$ cat src/rtl/alu_ops_pkg.sv
// Shared ALU op codes and execution-FSM state encoding.
// MULTICYCLE_ALU_DIV_EN adds the DIV state.
package alu_ops_pkg;

  localparam logic [3:0] ALU_ADD         = 4'b0011;
  localparam logic [3:0] ALU_SUB         = 4'b0100;
  localparam logic [3:0] ALU_OR          = 4'b0010;
  localparam logic [3:0] ALU_LUI         = 4'b0101;
  localparam logic [3:0] ALU_MULTU       = 4'b0110;
  localparam logic [3:0] ALU_DIVU        = 4'b0111;
  localparam logic [3:0] ALU_NOP_DEFAULT = 4'b1001;

`ifdef MULTICYCLE_ALU_DIV_EN
  typedef enum logic [2:0] {ST_IDLE, ST_EXEC, ST_MUL, ST_DONE, ST_DIV} state_t;
`else
  typedef enum logic [1:0] {ST_IDLE, ST_EXEC, ST_MUL, ST_DONE} state_t;
`endif

endpackage

$ cat src/rtl/multicycle_alu_shift_add_multiplier.sv
// Iterative unsigned shift-add multiplier: one multiplier bit per cycle, LSB first.
// done is high during the cycle whose closing edge writes the final product.
module shift_add_multiplier #(
  parameter int W = 32
) (
  input  logic             clk,
  input  logic             reset,
  input  logic             start,
  input  logic [W-1:0]     a,
  input  logic [W-1:0]     b,
  output logic [2*W-1:0]   product,
  output logic             done
);

  localparam int CW = $clog2(W);

  logic [W-1:0]  mcand;
  logic [CW-1:0] cnt;
  logic          run;
  logic [W:0]    sum;

  // Upper half accumulates; lower half holds the not-yet-consumed multiplier bits.
  assign sum  = {1'b0, product[2*W-1:W]} + (product[0] ? {1'b0, mcand} : '0);
  assign done = run && (cnt == CW'(W-1));

  always_ff @(posedge clk or posedge reset) begin
    if (reset) begin
      product <= '0;
      mcand   <= '0;
      cnt     <= '0;
      run     <= 1'b0;
    end else if (start) begin
      product <= {{W{1'b0}}, b};
      mcand   <= a;
      cnt     <= '0;
      run     <= 1'b1;
    end else if (run) begin
      product <= {sum, product[W-1:1]};
      cnt     <= cnt + 1'b1;
      if (cnt == CW'(W-1)) run <= 1'b0;
    end
  end

endmodule

$ cat src/rtl/multicycle_alu.sv
// EX-stage ALU with start/busy/done handshake: single-cycle ops plus iterative MULTU.
// Define MULTICYCLE_ALU_DIV_EN to add iterative DIVU (restoring division).
module multicycle_alu
  import alu_ops_pkg::*;
#(
  parameter int DATA_WIDTH = 32,
  parameter int OP_WIDTH   = 4
) (
  input  logic                  clk,
  input  logic                  reset,
  input  logic                  start_i,
  input  logic [OP_WIDTH-1:0]   alu_operation_i,
  input  logic [DATA_WIDTH-1:0] a_i,
  input  logic [DATA_WIDTH-1:0] b_i,
  output logic [DATA_WIDTH-1:0] result_o,
  output logic [DATA_WIDTH-1:0] hi_o,
  output logic                  zero_o,
  output logic                  busy_o,
  output logic                  done_o,
  output logic                  illegal_o
);

  state_t                  state;
  logic [OP_WIDTH-1:0]     op_q;
  logic [DATA_WIDTH-1:0]   a_q, b_q, res_q;
  logic                    ill_q;
  logic                    mul_start, mul_done;
  logic [2*DATA_WIDTH-1:0] product;
  logic [DATA_WIDTH-1:0]   fin_lo, fin_hi;
  logic                    fin_ill;

  // Returns {illegal, result} for the single-cycle operations.
  function automatic logic [DATA_WIDTH:0] exec_op(input logic [OP_WIDTH-1:0] op,
                                                   input logic [DATA_WIDTH-1:0] a,
                                                   input logic [DATA_WIDTH-1:0] b);
    case (op)
      ALU_ADD: return {1'b0, a + b};
      ALU_SUB: return {1'b0, a - b};
      ALU_OR:  return {1'b0, a | b};
      ALU_LUI: return {1'b0, b[15:0], {(DATA_WIDTH-16){1'b0}}};
      default: return {1'b1, {DATA_WIDTH{1'b0}}};
    endcase
  endfunction

  assign mul_start = (state == ST_IDLE) && start_i && (alu_operation_i == ALU_MULTU);

  shift_add_multiplier #(.W(DATA_WIDTH)) u_mul (
    .clk     (clk),
    .reset   (reset),
    .start   (mul_start),
    .a       (a_i),
    .b       (b_i),
    .product (product),
    .done    (mul_done)
  );

`ifdef MULTICYCLE_ALU_DIV_EN
  localparam int CNT_W = $clog2(DATA_WIDTH);
  logic [DATA_WIDTH-1:0] quo_q, rem_q;
  logic [CNT_W-1:0]      cnt_q;
  logic [DATA_WIDTH:0]   shifted;
  logic                  fits;

  // b=0 always fits, which naturally yields all-ones quotient and remainder=a.
  assign shifted = {rem_q, quo_q[DATA_WIDTH-1]};
  assign fits    = shifted >= {1'b0, b_q};
`endif

  always_comb begin
    fin_lo  = res_q;
    fin_hi  = '0;
    fin_ill = ill_q;
    if (op_q == ALU_MULTU) begin
      fin_lo  = product[DATA_WIDTH-1:0];
      fin_hi  = product[2*DATA_WIDTH-1:DATA_WIDTH];
      fin_ill = 1'b0;
    end
`ifdef MULTICYCLE_ALU_DIV_EN
    if (op_q == ALU_DIVU) begin
      fin_lo  = quo_q;
      fin_hi  = rem_q;
      fin_ill = 1'b0;
    end
`endif
  end

  always_ff @(posedge clk or posedge reset) begin
    if (reset) begin
      state     <= ST_IDLE;
      op_q      <= '0;
      a_q       <= '0;
      b_q       <= '0;
      res_q     <= '0;
      ill_q     <= 1'b0;
      result_o  <= '0;
      hi_o      <= '0;
      zero_o    <= 1'b1;
      busy_o    <= 1'b0;
      done_o    <= 1'b0;
      illegal_o <= 1'b0;
`ifdef MULTICYCLE_ALU_DIV_EN
      quo_q     <= '0;
      rem_q     <= '0;
      cnt_q     <= '0;
`endif
    end else begin
      done_o    <= 1'b0;
      illegal_o <= 1'b0;
      case (state)
        ST_IDLE: begin
          if (start_i) begin
            op_q   <= alu_operation_i;
            a_q    <= a_i;
            b_q    <= b_i;
            busy_o <= 1'b1;
            if (alu_operation_i == ALU_MULTU) state <= ST_MUL;
`ifdef MULTICYCLE_ALU_DIV_EN
            else if (alu_operation_i == ALU_DIVU) state <= ST_DIV;
`endif
            else state <= ST_EXEC;
`ifdef MULTICYCLE_ALU_DIV_EN
            quo_q <= a_i;
            rem_q <= '0;
            cnt_q <= '0;
`endif
          end
        end
        ST_EXEC: begin
          {ill_q, res_q} <= exec_op(op_q, a_q, b_q);
          state          <= ST_DONE;
        end
        ST_MUL: begin
          if (mul_done) state <= ST_DONE;
        end
`ifdef MULTICYCLE_ALU_DIV_EN
        ST_DIV: begin
          rem_q <= fits ? (shifted[DATA_WIDTH-1:0] - b_q) : shifted[DATA_WIDTH-1:0];
          quo_q <= {quo_q[DATA_WIDTH-2:0], fits};
          cnt_q <= cnt_q + 1'b1;
          if (cnt_q == CNT_W'(DATA_WIDTH-1)) state <= ST_DONE;
        end
`endif
        ST_DONE: begin
          result_o  <= fin_lo;
          hi_o      <= fin_hi;
          zero_o    <= (fin_lo == '0);
          illegal_o <= fin_ill;
          done_o    <= 1'b1;
          busy_o    <= 1'b0;
          state     <= ST_IDLE;
        end
        default: state <= ST_IDLE;
      endcase
    end
  end

endmodule

$ cat config.mk
export PLATFORM = sky130hd
export DESIGN_NAME = multicycle_alu
export DESIGN_NICKNAME = d
export VERILOG_FILES = /design/src/rtl/alu_ops_pkg.sv /design/src/rtl/multicycle_alu_shift_add_multiplier.sv /design/src/rtl/multicycle_alu.sv
export SDC_FILE = /design/constraint.sdc
export NUM_CORES = 1
export LEC_CHECK = 0
export CAP_MARGIN = 20
export CORE_MARGIN = 1
export CORE_UTILIZATION = 25
export CTS_CLUSTER_DIAMETER = 50
export CTS_CLUSTER_SIZE = 16
export DETAILED_ROUTE_END_ITERATION = 16
export PLACE_DENSITY = 0.42
export SYNTH_ARGS = -nofsm -noshare
export SYNTH_HDL_FRONTEND = slang
export SYNTH_SLANG_ARGS = --single-unit
$ cat constraint.sdc
create_clock -name clk -period 8.65 [get_ports clk]
set_input_delay 1.73 -clock clk [delete_from_list [all_inputs] [get_ports clk]]
set_output_delay 1.73 -clock clk [all_outputs]
set_load 0.02 [all_outputs]
# Word level (Yosys, flattened, before mapping)
# Index checks and enable logic that the tools add are counted.
# Widths: inputs -> output; s select.
[totals]
ff_bits = 273
input_bits = 71
output_inout_bits = 68
elab_cells = 63
[op_classes]
add_sub_neg = 4
n_eq_ne = 12
n_mux = 20
n_bitwise = 1
n_reduce_logical = 10
[ops]
columns = ["operator", "count"]
rows = [
  ["$pmux 33 s4", 1],
  ["$mux 64", 2],
  ["$mux 32", 3],
  ["$add 32x33->33", 1],
  ["$add 32x32->32", 1],
  ["$logic_not 32->1", 1],
  ["$or 32x32->32", 1],
  ["$sub 32x32->32", 1],
  ["$eq 4x3->1 const B", 4],
  ["$mux 5", 2],
  ["$eq 4x2->1 const B", 2],
  ["$pmux 2 s4", 1],
  ["$mux 1", 7],
  ["$mux 2", 3],
  ["$reduce_and 2->1", 3],
  ["$add 5x1->5 const B", 1],
  ["$eq 5x5->1 const B", 1],
  ["$eq 2x2->1 const B", 2],
  ["$ne 2x2->1 const B", 2],
  ["$reduce_bool 2->1", 2],
  ["$logic_and 1x1->1", 3],
  ["$eq 2x1->1 const B", 1],
  ["$logic_not 2->1", 1],
  ["$pmux 1 s2", 1],
]

# Longest topological paths before layout
[logic_depth]
depth_word = 4
mapped_depth = 20
depth_no_buf = 19

# Modules after synthesis
# A second synthesis with hierarchy kept.
[unflattened]
hier_cells = 1636
hier_area_um2 = 15802.7
[modules_own_cells]
columns = ["mod", "n_inst", "cells_each", "area_each_um2", "seq_area_each_um2"]
rows = [
  ["multicycle_alu", 1, 981, 9547.9, 4280.4],
  ["shift_add_multiplier", 1, 655, 6254.7, 2552.4],
]

# Worst setup path after synthesis
# No wires, ideal clock.
[synth_timing]
path_type = "reg-to-reg"
startpoint = "register b_q[0]"
endpoint = "register res_q[26]"
setup_ns = 0.120
t_arrival_ns = 3.655
t_required_ns = 8.530
slack_ns = 4.875
stages_incl_launch_ff = 19
path_buffers = 1
synth_period_minus_slack_ns = 3.775
cell_sequence = "dfrtp_1 or2_2 nor4_1 nor2b_1 and2_1 nand2b_1 nor2_1 nor2_1 xnor2_1 ha_1 clkbuf_1 nand2_1 nor2_1 a211oi_1 a21oi_1 o21ai_0 o211ai_1 a31o_2 a31o_2"
[synth_via]
elab_chain_len = 2
word_cells_on_any_way = 3
cone_classes = "add/sub (2); mux (1)"
[synth_lines]
columns = ["element", "line", "rtl"]
rows = [
  ["start: declaration", "multicycle_alu.sv:25", "logic [DATA_WIDTH-1:0] a_q, b_q, res_q;"],
  ["start signal: assignment", "multicycle_alu.sv:114", "b_q <= b_i;"],
  ["$sub 32x32->32 or $add 32x32->32 (tied branches)", "multicycle_alu.sv:38, multicycle_alu.sv:37", ""],
  ["$pmux 33 s4 (*)", "multicycle_alu.sv:36", "case (op)"],
  ["end signal: assignment", "multicycle_alu.sv:129", "{ill_q, res_q} <= exec_op(op_q, a_q, b_q);"],
  ["end: declaration", "multicycle_alu.sv:25", ""],
]
# Mark *: on every way between the ends. The rest lies on a longest branch, timed or not.
# A chain may end at the register's enable or synchronous reset.

# Final worst setup path
# Same ends and word-level chain as after synthesis.

==> out/qor.yml <==
cts_buffer_depth: 3
cts_sinks: 273
fmax_mhz: 219
clockRootBuffer: "clkbuf_16"
ys_warn_count: 0
fin_tns_setup_ps: 0
min_period_over_period_pct: 52.9
num_vias: 12647
cpPeakStageDelay_ps: 450
path_cells: "or2_2 > nor4_1 > nor2b_1 > and2_1 > nand2b_1 > nor2_1 > nor2_1 > xnor2_1 > ha_1 > nand2_1 > nor2_1 > a211oi_1 > a21oi_1 > o21ai_0 > o211ai_1 > a31o_2 > a31o_2"
clk_latency_ps: 580
totalWireLength_mm: 51.7
tightest_slew_ps: 983
clk_pin_slew_worst_paths_ps: 70
ys_seq_elements: 273
hpwl_mm: 37.4
synth_top_area_share_pct: 43.4
post_cts_buffers: 0
synthCells: 1709
synth.avg_cell_area_um2: 9.19
crit_path_start_kind: "flop"
finalSetupViolations: 0
syn_area_um2: 15700
syn_to_final_growth_pct: 24.6
rr_worst_depth: 17
io_buffers: 138
clock-skew-final_ps: 29.4
coreArea_um2: 61800
drv_slew: 0
dieArea_um2: 63800
register_area_um2: 6840
syn_nets: 1853
crit_path_end_kind: "flop"
synth_top_area_cell: "dfrtp_1"
cts_tree: "done"
crit_required_ps: 9100
n_antenna_cell: 0
ant_nets: 0
ys_types: 64
final_area_um2: 19600
arrival_ps: 5020
powerDensity_nw_per_um2: 453
fillCellCount: 6478
multi_input_area_um2: 8310
finalNetCount: 1971
synth-edff-count: 0
dr.pass1.iters: 5
grt_pass1_wl_mm: 80.4
htreeDepth: 2
placed_area_um2: 18000
rsz0062_at_grt: "false"
hold_viol: 0
grt_start_max_net_pins: 91
worstPathMaxFanout: 7
power.leakage_nw: 8.18
drive_gt1_share_pct: 10.6
max_cap_violations: 0
path_class: "reg -> reg"
period_minus_slack_ps: 4570
via_per_inst: 4.68
grtUsageTotal_pct: 16.4
status: "finished, final reports clean"
cts_resized: 0
grt-ovfl-total: 0
gp_congestion: 0.850
antenna_found_initial: 0
drc: 0
synth_sequential_area_ratio_pct: 43.5
grt_pass1_vias: 12884
numCtsBuffers: 44
synthTopCellsByArea: "dfrtp_1, ha_1, mux2i_1"
rows: 91
start_util_pct: 25.4
cp_common_cell: "nor2_1"
die_y_um: 253
die_x_um: 253
synth-main-ff-cell: "dfrtp_1"
ios: 139
async_flop_share_pct: 100
cp_slowest_cell: "nor2_1"
vdd_ir_drop_max_mv: 0.166
cts_hold_buffers: 0
dr.first_iter.drc_count: 695
max_slew_margin_pct: 34.5
min_path_cells: 2
wire_per_inst_um: 19.1
min_path_type: "reg -> reg"
[path summary, 6_finish.rpt]
kind | slack [ps] | end | from
setup / recovery | 4080 | res_q[26] | b_q[0]
hold / removal | 470 | u_mul.mcand[16] | u_mul.mcand[16]
setup reg to reg | 4080 | res_q[26] | b_q[0]
hold reg to reg | 470 | u_mul.mcand[16] | u_mul.mcand[16]
max in group asynchronous | 5610 | res_q[24] | reset
min in group asynchronous | 1510 | u_mul.product[53] | reset
[metal layers]
layer / global-route usage, % / up-vias / share of wire [%]
li1: - / 6259 / -
met1: 23.4 / 6100 / 49
met2: 26.0 / 230 / 45
met3: 2.20 / 58 / 3.6
met4: 4.33 / 0 / 1.9
met5: 0 / - / 0
[placed cells by master (no fill, tap or decap), types with 5 or more instances in the layout]
cell type        Yosys  final
mux2_2              70     70
o21bai_1             8      8
clkinvlp_4           0      9
a21oi_1            133    133
buf_4                0     20
a41oi_1              7      7
nor3_1              28     26
and3_1               9      8
inv_1               70     69
inv_8                0      5
o21a_1              13     13
o211ai_1             7      7
o21ai_0            152    152
a21o_1              20     20
nand4b_1             5      5
xor2_1              12     12
and2_1              36     36
a31oi_1             17     17
ha_1                71     70
nand2b_1            19     19
or2_2                5      5
xnor2_1             62     62
inv_6                0     10
nand4_1             10     10
clkbuf_16            0     45
nor4_1              18     18
clkdlybuf4s50_1      0    138
or3_1                7      7
mux2i_1             85     85
o31ai_1              5      5
nand2_1            215    214
dfrtp_1            272    271
nor2_1             127    126
nor2b_1             16     16
nand3_1             61     61
a211oi_1            11     11
[logic make-up after synthesis]
kind of cell	after synthesis	share of synthesized area, %
multiplexers	155	10.4
AO/OA/AOI/OAI	404	15.1
XOR/XNOR	74	4.13
flip-flops	273	43.5
AND/OR/NAND/NOR	572	17.1
buffers and inverters	158	3.78
adder cells (fa/ha/maj)	73	5.91
[worst max-delay path, delay by kind of cell (launching register included)]
kind                     cells  cell delay [ps]
AND/OR/NAND/NOR              9             2010
AO/OA/AOI/OAI                6             1510
flip-flops                   1              410
adder cells (fa/ha/maj)      1              380
XOR/XNOR                     1              140
[cells in the mapped netlist (36+ instances only)]
cell type  number
nand2_1       215
xnor2_1        62
a21oi_1       133
mux2i_1        85
inv_1          70
dfrtp_1       272
and2_1         36
o21ai_0       152
mux2_2         70
nor2_1        127
ha_1           71
nand3_1        61
clkbuf_1       69
[report_power, final]
| part | switching [mW] | internal [mW] |
|---|---|---|
| Combinational | 2.50 | 1.97 |
| Sequential | 0.667 | 1.87 |
| Clock | 0.734 | 1.11 |
| Total | 3.91 | 4.95 |
[area by class of cell]
type | instances | area share [%]
Multi-Input combinational cell | 1278 | 42.5
Inverter | 71 | 1.38
Clock inverter | 32 | 1.85
Sequential cell | 273 | 34.9
Timing Repair Buffer | 159 | 7.93
Clock buffer | 50 | 6.06
Tap cell | 837 | 5.35
[per-stage QoR]
step	total power [mW]	std cells	worst slack, ps	util [%]	hold slack [ps]
detailed placement	7.02	2617	3830	29.1	455
floorplan	5.61	1709	3310	-	437
CTS	8.95	2699	4080	31.6	473
global placement	7.03	2617	3920	29.1	449
global route	9.58	2700	3710	31.6	479
finish	8.85	2700	4080	31.6	467
[state kept, by name, indices dropped and copies added, names as in the netlist, 2 cells and up]
signal,cells
a_q,32
result_o,32
b_q,32
u_mul.mcand,32
state,2
hi_o,32
op_q,4
u_mul.product,64
res_q,32
u_mul.cnt,5
Note: power is estimated with default switching activity, not from simulation.
